File: config.mk
export PLATFORM = sky130hd
export DESIGN_NAME = fetch_unit
export DESIGN_NICKNAME = d
export VERILOG_FILES = /design/src/rtl/fetch_unit.sv
export SDC_FILE = /design/constraint.sdc
export NUM_CORES = 1
export LEC_CHECK = 0
export BUFFER_PORTS_ARGS = -buffer_cell sky130_fd_sc_hd__buf_2
export CAP_MARGIN = 20
export CORE_AREA = 2 2 161 163
export DETAILED_ROUTE_END_ITERATION = 7
export DIE_AREA = 0 0 163 165
export GPL_TIMING_DRIVEN = 0
export PLACE_DENSITY = 0.86
export SYNTH_ARGS = -nofsm -noshare
export SYNTH_HDL_FRONTEND = slang
export SYNTH_SLANG_ARGS = --single-unit
export TNS_END_PERCENT = 10
File: constraint.sdc
create_clock -name clk -period 10.98 [get_ports clk]
set_input_delay 2.196 -clock clk [delete_from_list [all_inputs] [get_ports clk]]
set_output_delay 2.196 -clock clk [all_outputs]
set_load 0.01 [all_outputs]
File: src/rtl/fetch_unit.sv
// fetch_unit: instruction-fetch stage. Owns the PC, issues credit-limited
// requests to instruction memory, tags in-order responses with their PCs and
// queues them for ID. A redirect from EX clears the queue and arranges for
// every response still in flight to be discarded on arrival.
module fetch_unit #(
   parameter logic [31:0] RESET_PC  = 32'h0000_0000,
   parameter int          BUF_DEPTH = 3
) (
   input  logic        clk,
   input  logic        rst_n,
   output logic        IMem_Req,
   output logic [31:0] IMem_Addr,
   input  logic        IMem_Gnt,
   input  logic        IMem_RValid,
   input  logic [31:0] IMem_RData,
   input  logic        Stall,
   input  logic        Redirect,
   input  logic [31:0] Redirect_PC,
   output logic        ID_Valid,
   output logic [31:0] ID_Instr,
   output logic [31:0] ID_PC
);

   localparam int              CW      = $clog2(BUF_DEPTH + 1);
   localparam int              PW      = $clog2(BUF_DEPTH);
   localparam logic [CW:0]     DEPTH_C = (CW + 1)'(BUF_DEPTH);
   localparam logic [PW-1:0]   LAST_P  = PW'(BUF_DEPTH - 1);
   localparam logic [31:0]     NOP     = 32'h0000_0013;

   logic [31:0]   pc_q, pc_d;
   logic [CW-1:0] out_cnt_q, out_cnt_d;
   logic [CW-1:0] drop_cnt_q, drop_cnt_d;
   logic [CW-1:0] occ_q, occ_d;
   logic [PW-1:0] iss_wr_q, iss_wr_d, iss_rd_q, iss_rd_d;
   logic [PW-1:0] head_q, head_d, tail_q, tail_d;

   // Storage arrays carry no reset: validity is tracked by the counters.
   logic [31:0]   iss_pc_q  [BUF_DEPTH];
   logic [31:0]   q_pc_q    [BUF_DEPTH];
   logic [31:0]   q_instr_q [BUF_DEPTH];

   logic grant, resp, keep, pop;

   function automatic logic [PW-1:0] ptr_inc(input logic [PW-1:0] p);
      return (p == LAST_P) ? '0 : p + PW'(1);
   endfunction

   // Credit check uses registered counts only, so Stall never reaches the request.
   assign IMem_Req  = rst_n && !Redirect &&
                      (({1'b0, out_cnt_q} + {1'b0, occ_q}) < DEPTH_C);
   assign IMem_Addr = pc_q;

   assign grant = IMem_Req && IMem_Gnt;
   // A response with nothing outstanding (e.g. left over from before reset) is ignored.
   assign resp  = IMem_RValid && (out_cnt_q != '0);
   assign keep  = resp && (drop_cnt_q == '0) && !Redirect;
   assign ID_Valid = (occ_q != '0);
   assign pop   = ID_Valid && !Stall && !Redirect;

   assign ID_Instr = ID_Valid ? q_instr_q[head_q] : NOP;
   assign ID_PC    = ID_Valid ? q_pc_q[head_q]    : 32'h0;

   // Next-state for PC, credit counters and queue pointers; redirect dominates.
   always_comb begin
      pc_d       = pc_q;
      out_cnt_d  = out_cnt_q + CW'(grant) - CW'(resp);
      iss_wr_d   = grant ? ptr_inc(iss_wr_q) : iss_wr_q;
      iss_rd_d   = resp  ? ptr_inc(iss_rd_q) : iss_rd_q;
      drop_cnt_d = drop_cnt_q;
      occ_d      = occ_q;
      head_d     = head_q;
      tail_d     = tail_q;
      if (Redirect) begin
         pc_d       = Redirect_PC;
         drop_cnt_d = out_cnt_q - CW'(resp);
         occ_d      = '0;
         head_d     = '0;
         tail_d     = '0;
      end else begin
         if (grant) pc_d = pc_q + 32'd4;
         if (resp && (drop_cnt_q != '0)) drop_cnt_d = drop_cnt_q - CW'(1);
         occ_d  = occ_q + CW'(keep) - CW'(pop);
         head_d = pop  ? ptr_inc(head_q) : head_q;
         tail_d = keep ? ptr_inc(tail_q) : tail_q;
      end
   end

   // Control state with asynchronous reset.
   always_ff @(posedge clk or negedge rst_n) begin
      if (!rst_n) begin
         pc_q       <= RESET_PC;
         out_cnt_q  <= '0;
         drop_cnt_q <= '0;
         occ_q      <= '0;
         iss_wr_q   <= '0;
         iss_rd_q   <= '0;
         head_q     <= '0;
         tail_q     <= '0;
      end else begin
         pc_q       <= pc_d;
         out_cnt_q  <= out_cnt_d;
         drop_cnt_q <= drop_cnt_d;
         occ_q      <= occ_d;
         iss_wr_q   <= iss_wr_d;
         iss_rd_q   <= iss_rd_d;
         head_q     <= head_d;
         tail_q     <= tail_d;
      end
   end

   // Issued-PC FIFO and instruction queue payload writes.
   always_ff @(posedge clk) begin
      if (grant) iss_pc_q[iss_wr_q] <= pc_q;
      if (keep) begin
         q_pc_q[tail_q]    <= iss_pc_q[iss_rd_q];
         q_instr_q[tail_q] <= IMem_RData;
      end
   end

endmodule

; Yosys cells after proc, flatten, opt, wreduce, memory -nomap -nowiden
; Memories as Yosys holds them, arrays and structs flattened.
; Index checks and enable logic that the tools add are counted.
[word_totals]
wordCells = 66
ff_bits = 46
inputBits = 70
out_inout_bits = 98
memories = 3
mem_bits_rw = 288
[classes]
reduce_logical = 19
eq_ne = 4
n_addsub = 12
n_mux = 19
order_cmp = 1
[memory_table]
columns = memory, depth, width, rd, rd_clocked_by_memory_dff, write_ports, line_no
row1 = iss_pc_q, 3, 32, 1, 0, 1, 38  ; logic [31:0] iss_pc_q [BUF_DEPTH];
row2 = q_instr_q, 3, 32, 1, 0, 1, 40  ; logic [31:0] q_instr_q [BUF_DEPTH];
row3 = q_pc_q, 3, 32, 1, 0, 1, 39  ; logic [31:0] q_pc_q [BUF_DEPTH];
[op_table]
columns = cell, n
row1 = 32-bit two-way mux, 4
row2 = "32-bit by 3-bit adder with 32-bit output, second input constant", 1
row3 = 2-bit two-way mux, 11
row4 = 2-bit nonzero test, 7
row5 = 1-bit logical AND, 9
row6 = "2-bit by 1-bit adder with 2-bit output, second input constant", 4
row7 = "2-bit equality test, second input constant", 4
row8 = 2-bit by 1-bit subtractor with 2-bit output, 3
row9 = 2-bit by 1-bit adder with 2-bit output, 2
row10 = 1-bit two-way mux, 4
row11 = 2-bit by 2-bit adder with 3-bit output, 1
row12 = "3-bit by 2-bit < comparator with 1-bit output, second input constant", 1
row13 = 1-bit zero test, 2
row14 = 2-bit zero test, 1
row15 = "2-bit by 1-bit subtractor with 2-bit output, second input constant", 1

; Longest topological paths before layout
[depth]
ltp_word = 7
depth_mapped = 13
depth_no_buf = 10

; Worst setup path before layout
; No wires, ideal clock.
[synth_timing]
path_type = input-to-reg
from = input port IMem_RValid
to = memory q_instr_q[1][0] (enable)
n_path_buf = 0
path_slack_ns = 1.036
required_time_ns = 10.314
t_arrival_ns = 9.278
path_stages = 4
setup_time_ns = 0.666
path_cell_list = o21ai_0 inv_1 nand2_1 nor4b_1
[synth_via]
elab_chain_cells = 5
[synth_lines]
columns = item, line_no
row1 = "start, declared", 14  ; input logic IMem_RValid,
row2 = 1-bit logical AND, 55  ; assign resp = IMem_RValid && (out_cnt_q != '0);
row3 = net resp, 42  ; logic grant, resp, keep, pop;
row4 = 1-bit logical AND (2 in series), 56  ; assign keep = resp && (drop_cnt_q == '0) && !Redirect;
row5 = 1-bit two-way mux, 114  ; if (keep) begin
row6 = 1-bit two-way mux (not written as such), 116  ; q_instr_q[tail_q] <= IMem_RData;
row7 = "end, declared", 40
; The timed path passes the listed nets, and every way through them passes these cells.

; Final worst setup path
[layout_timing]
from = input port rst_n
to = output port IMem_Req
[layout_via]
elab_chain_cells = 2
[layout_lines]
columns = item, line_no
row1 = "start, declared", 10  ; input logic rst_n,
row2 = 1-bit logical AND (2 in series), 49  ; assign IMem_Req = rst_n && !Redirect &&
row3 = "end, declared", 11  ; output logic IMem_Req,
; No other way between the ends.

==> metrics <==
status=finished clean; 1st-pass router iterations=5; largest net degree at the start of global routing=49; Slew headroom=0.450; CP required=8.78 ns; Cell variety after synth=49; utilization after layout=0.655; ant diodes=0; post_cts resized=0; Main synth FF type=edfxtp_1; CTS H-Tree Depth=2; Max clock buf depth=3; area of the multi-input gates=between 3000 and 4000 µm²; CP top delay family=buffers and inverters; Clock Sink Count=approximately 330; Yosys top cell by area=edfxtp_1; worst-path maximum fanout=39; Final Skew=0.0117 ns; grt ovf=0; Sw Ratio=0.289; gr usage total=0.243; I/O Buffers=around 170; leakage power=around 6.1 nW; Post-CTS Hold Fix Bufs=0; syn_nets=between 1k and 1.5k; Synth Register Bits=334; Clk network pwr share=0.325; Die Ht=about 170 µm; Placed Area=15300 µm²; Post-CTS Setup Repair Bufs=0; Hold Fails Final Rpt=0; Register Area=9800 µm²; Routed WL per cell=about 21 µm; share of cells above drive strength 1=0.231; RSZ-0062 raised after global routing=no; # IOs=between 150 and 200; Row Count=58; slowest CP cell=buf_12; Reg clk slew, reported paths=0.06 ns; global-route wire length before repair=49600 µm; TritonCTS clock tree=yes; drt total wl=around 33000 µm; fill count=1728; clk root buf=clkbuf_16; final setup violation count=0; # DRC=0; critical path cell sequence=buf_2, buf_12, a21bo_2, buf_2, nor3_1, buf_2; pwr dens=about 210 nW/µm²; Vias=around 9k; fmax=174 MHz; via/cell ratio=just under 6; crit path DAT=around 3.6 ns; chip width=roughly 160 µm; leading post-synthesis cells by cell area=edfxtp_1 (63%), dfrtp_1 (8.4%), mux2i_1 (7.5%); peak supply drop=roughly 0.14 mV; Min-Delay Path Class=flop to flop; CP bufs+invs=4; initial antenna violation count=0; asr flop ratio synth=0.138; total internal power=0.00245 W; most frequent cells in the layout=edfxtp_1 (288), buf_2 (175), nor2_1 (132), mux2i_1 (103); Synth Instances=approximately 980; syn_area_per_cell=about 14 µm²; Mapped Area=13700 µm²; CP startpoint kind=input port; RR Startpoint=occ_q[0]; CP max stage delay=between 0.2 and 0.3 ns; Yosys warning count=0; part of the cycle the worst path needs=0.524; Switch Pwr=approximately 0.0010 W; TritonCTS Buffers=34; measured slew at the worst slew-check pin=~0.83 ns; worst setup path startpoint=rst_n; number of global-route vias before repair=slightly above 9k; core area=between 20000 and 30000 µm²; Initial Util=0.546; Seq/Total Area, Yosys=0.717; post-detail-place hpwl=between 20000 and 25000 µm; Final Instance Area=approximately 16000 µm²; routability congestion estimate=0.892; Flop pwr share=0.470; combinational share of power=0.205; final antenna-violating net count=0; Worst path most repeated cell=buf_2; min-delay src=IMem_Addr[0]; total die area=roughly 27000 µm²; Tmin final=about 5.8 ns; Post-synth EDFFs=288; share of the synthesized area in the top cell type=0.633; initial DRC count=~970; Slew Limit Fails=0; nets=~1.3k; Syn-to-layout area delta=20.0%; Max Cap Viol=0; WS Path Type=input port to output port; kind of end point of the critical path=output port; worst skew pair latency=0.51 ns; most common cell after layout, fill and taps aside=edfxtp_1
==> final timing paths <==
path | endpoint | slack [ns] | cells after the start
hold / removal | iss_pc_q[2][0] | 0.56 | 0
min in group asynchronous | IMem_Addr[16] | 1.56 | 1
hold reg to reg | iss_pc_q[2][0] | 0.56 | 0
max in group asynchronous | IMem_Addr[1] | 8.91 | 2
setup reg to reg | out_cnt_q[1] | 7.65 | 13
setup / recovery | IMem_Req | 5.23 | 6
==> flip-flops by register name, indices dropped and copies added, names as in the netlist <==
register    cells
iss_pc_q       96
out_cnt_q       2
tail_q          2
iss_rd_q        2
occ_q           2
q_pc_q         96
iss_wr_q        2
head_q          2
IMem_Addr      32
drop_cnt_q      2
q_instr_q      96
==> power by group through the flow <==
stage / combinational, W / sequential, W / clock (W)
finish: 0.000708 / 0.00162 / 0.00112
global route: 0.000772 / 0.00163 / 0.00118
CTS: 0.000705 / 0.00162 / 0.00113
detailed placement: 0.000696 / 0.00164 / 0
global placement: 0.000639 / 0.00164 / 0
floorplan: 0.000428 / 0.00163 / 0
==> metrics by stage <==
stage | setup slack, ns | hold WS [ns] | TNS, ns | power, W | instances
after floorplan | 1.04 | 0.488 | 0 | 0.00206 | 978
after global placement | -3.65 | 0.497 | -632.78 | 0.00228 | 1475
after detailed placement | 4.85 | 0.528 | 0 | 0.00234 | 1513
after CTS | 4.84 | 0.561 | 0 | 0.00345 | 1573
after global routing | 5.10 | 0.572 | 0 | 0.00358 | 1574
final | 5.23 | 0.558 | 0 | 0.00345 | 1574
==> layer usage <==
metal / wire length (µm) / up-vias / share of wire / GRT usage
met2: 16600 / 467 / 0.51 / 0.424
li1: - / 4159 / - / -
met3: 2610 / 79 / 0.080 / 0.0432
met4: 878 / 0 / 0.027 / 0.0869
met5: 0 / - / 0 / 0
met1: 12600 / 4494 / 0.38 / 0.307
==> worst register-to-register path, stage by stage (launching register included) <==
cell	delay, ns
dfrtp_1	0.44
ha_1	0.23
fa_1	0.43
or3b_1	0.41
buf_6	0.16
nor2_8	0.14
inv_2	0.09
buf_6	0.16
buf_2	0.21
ha_1	0.30
inv_1	0.04
ha_1	0.18
xnor2_1	0.24
xnor2_1	0.19
==> cells by family after synthesis <==
family	Yosys count	share of synthesized area
buffers and inverters	68	0.0205
AOI/OAI and AO/OA	155	0.0667
and+or+nand+nor	292	0.0998
muxes	109	0.0804
adders and majority gates	9	0.00879
xor gates and xnor gates	11	0.00705
DFF	334	0.717
==> area by class of cell <==
class,count,area share
Timing Repair Buffer,206,0.0732
Sequential cell,334,0.597
Clock inverter,20,0.0114
Inverter,14,0.00320
Clock buffer,40,0.0545
Multi-Input combinational cell,576,0.221
Tap cell,330,0.0252
Buffer,54,0.0139
==> synth_stat cells, types with 4 or more instances <==
cell and count:
a21o_1 5, a21oi_1 67, a22oi_1 8, buf_1 7, buf_2 8, clkbuf_1 37
dfrtp_1 46, edfxtp_1 288, ha_1 8, inv_1 13, mux2_2 6, mux2i_1 103
nand2_1 67, nand3_1 25, nand4_1 15, nor2_1 132, nor3_1 10, nor4_1 6
o211ai_1 11, o21ai_0 43, o311ai_0 6, or4_1 13, xnor2_1 7, xor2_1 4
Note: power is estimated with default switching activity, not from simulation.
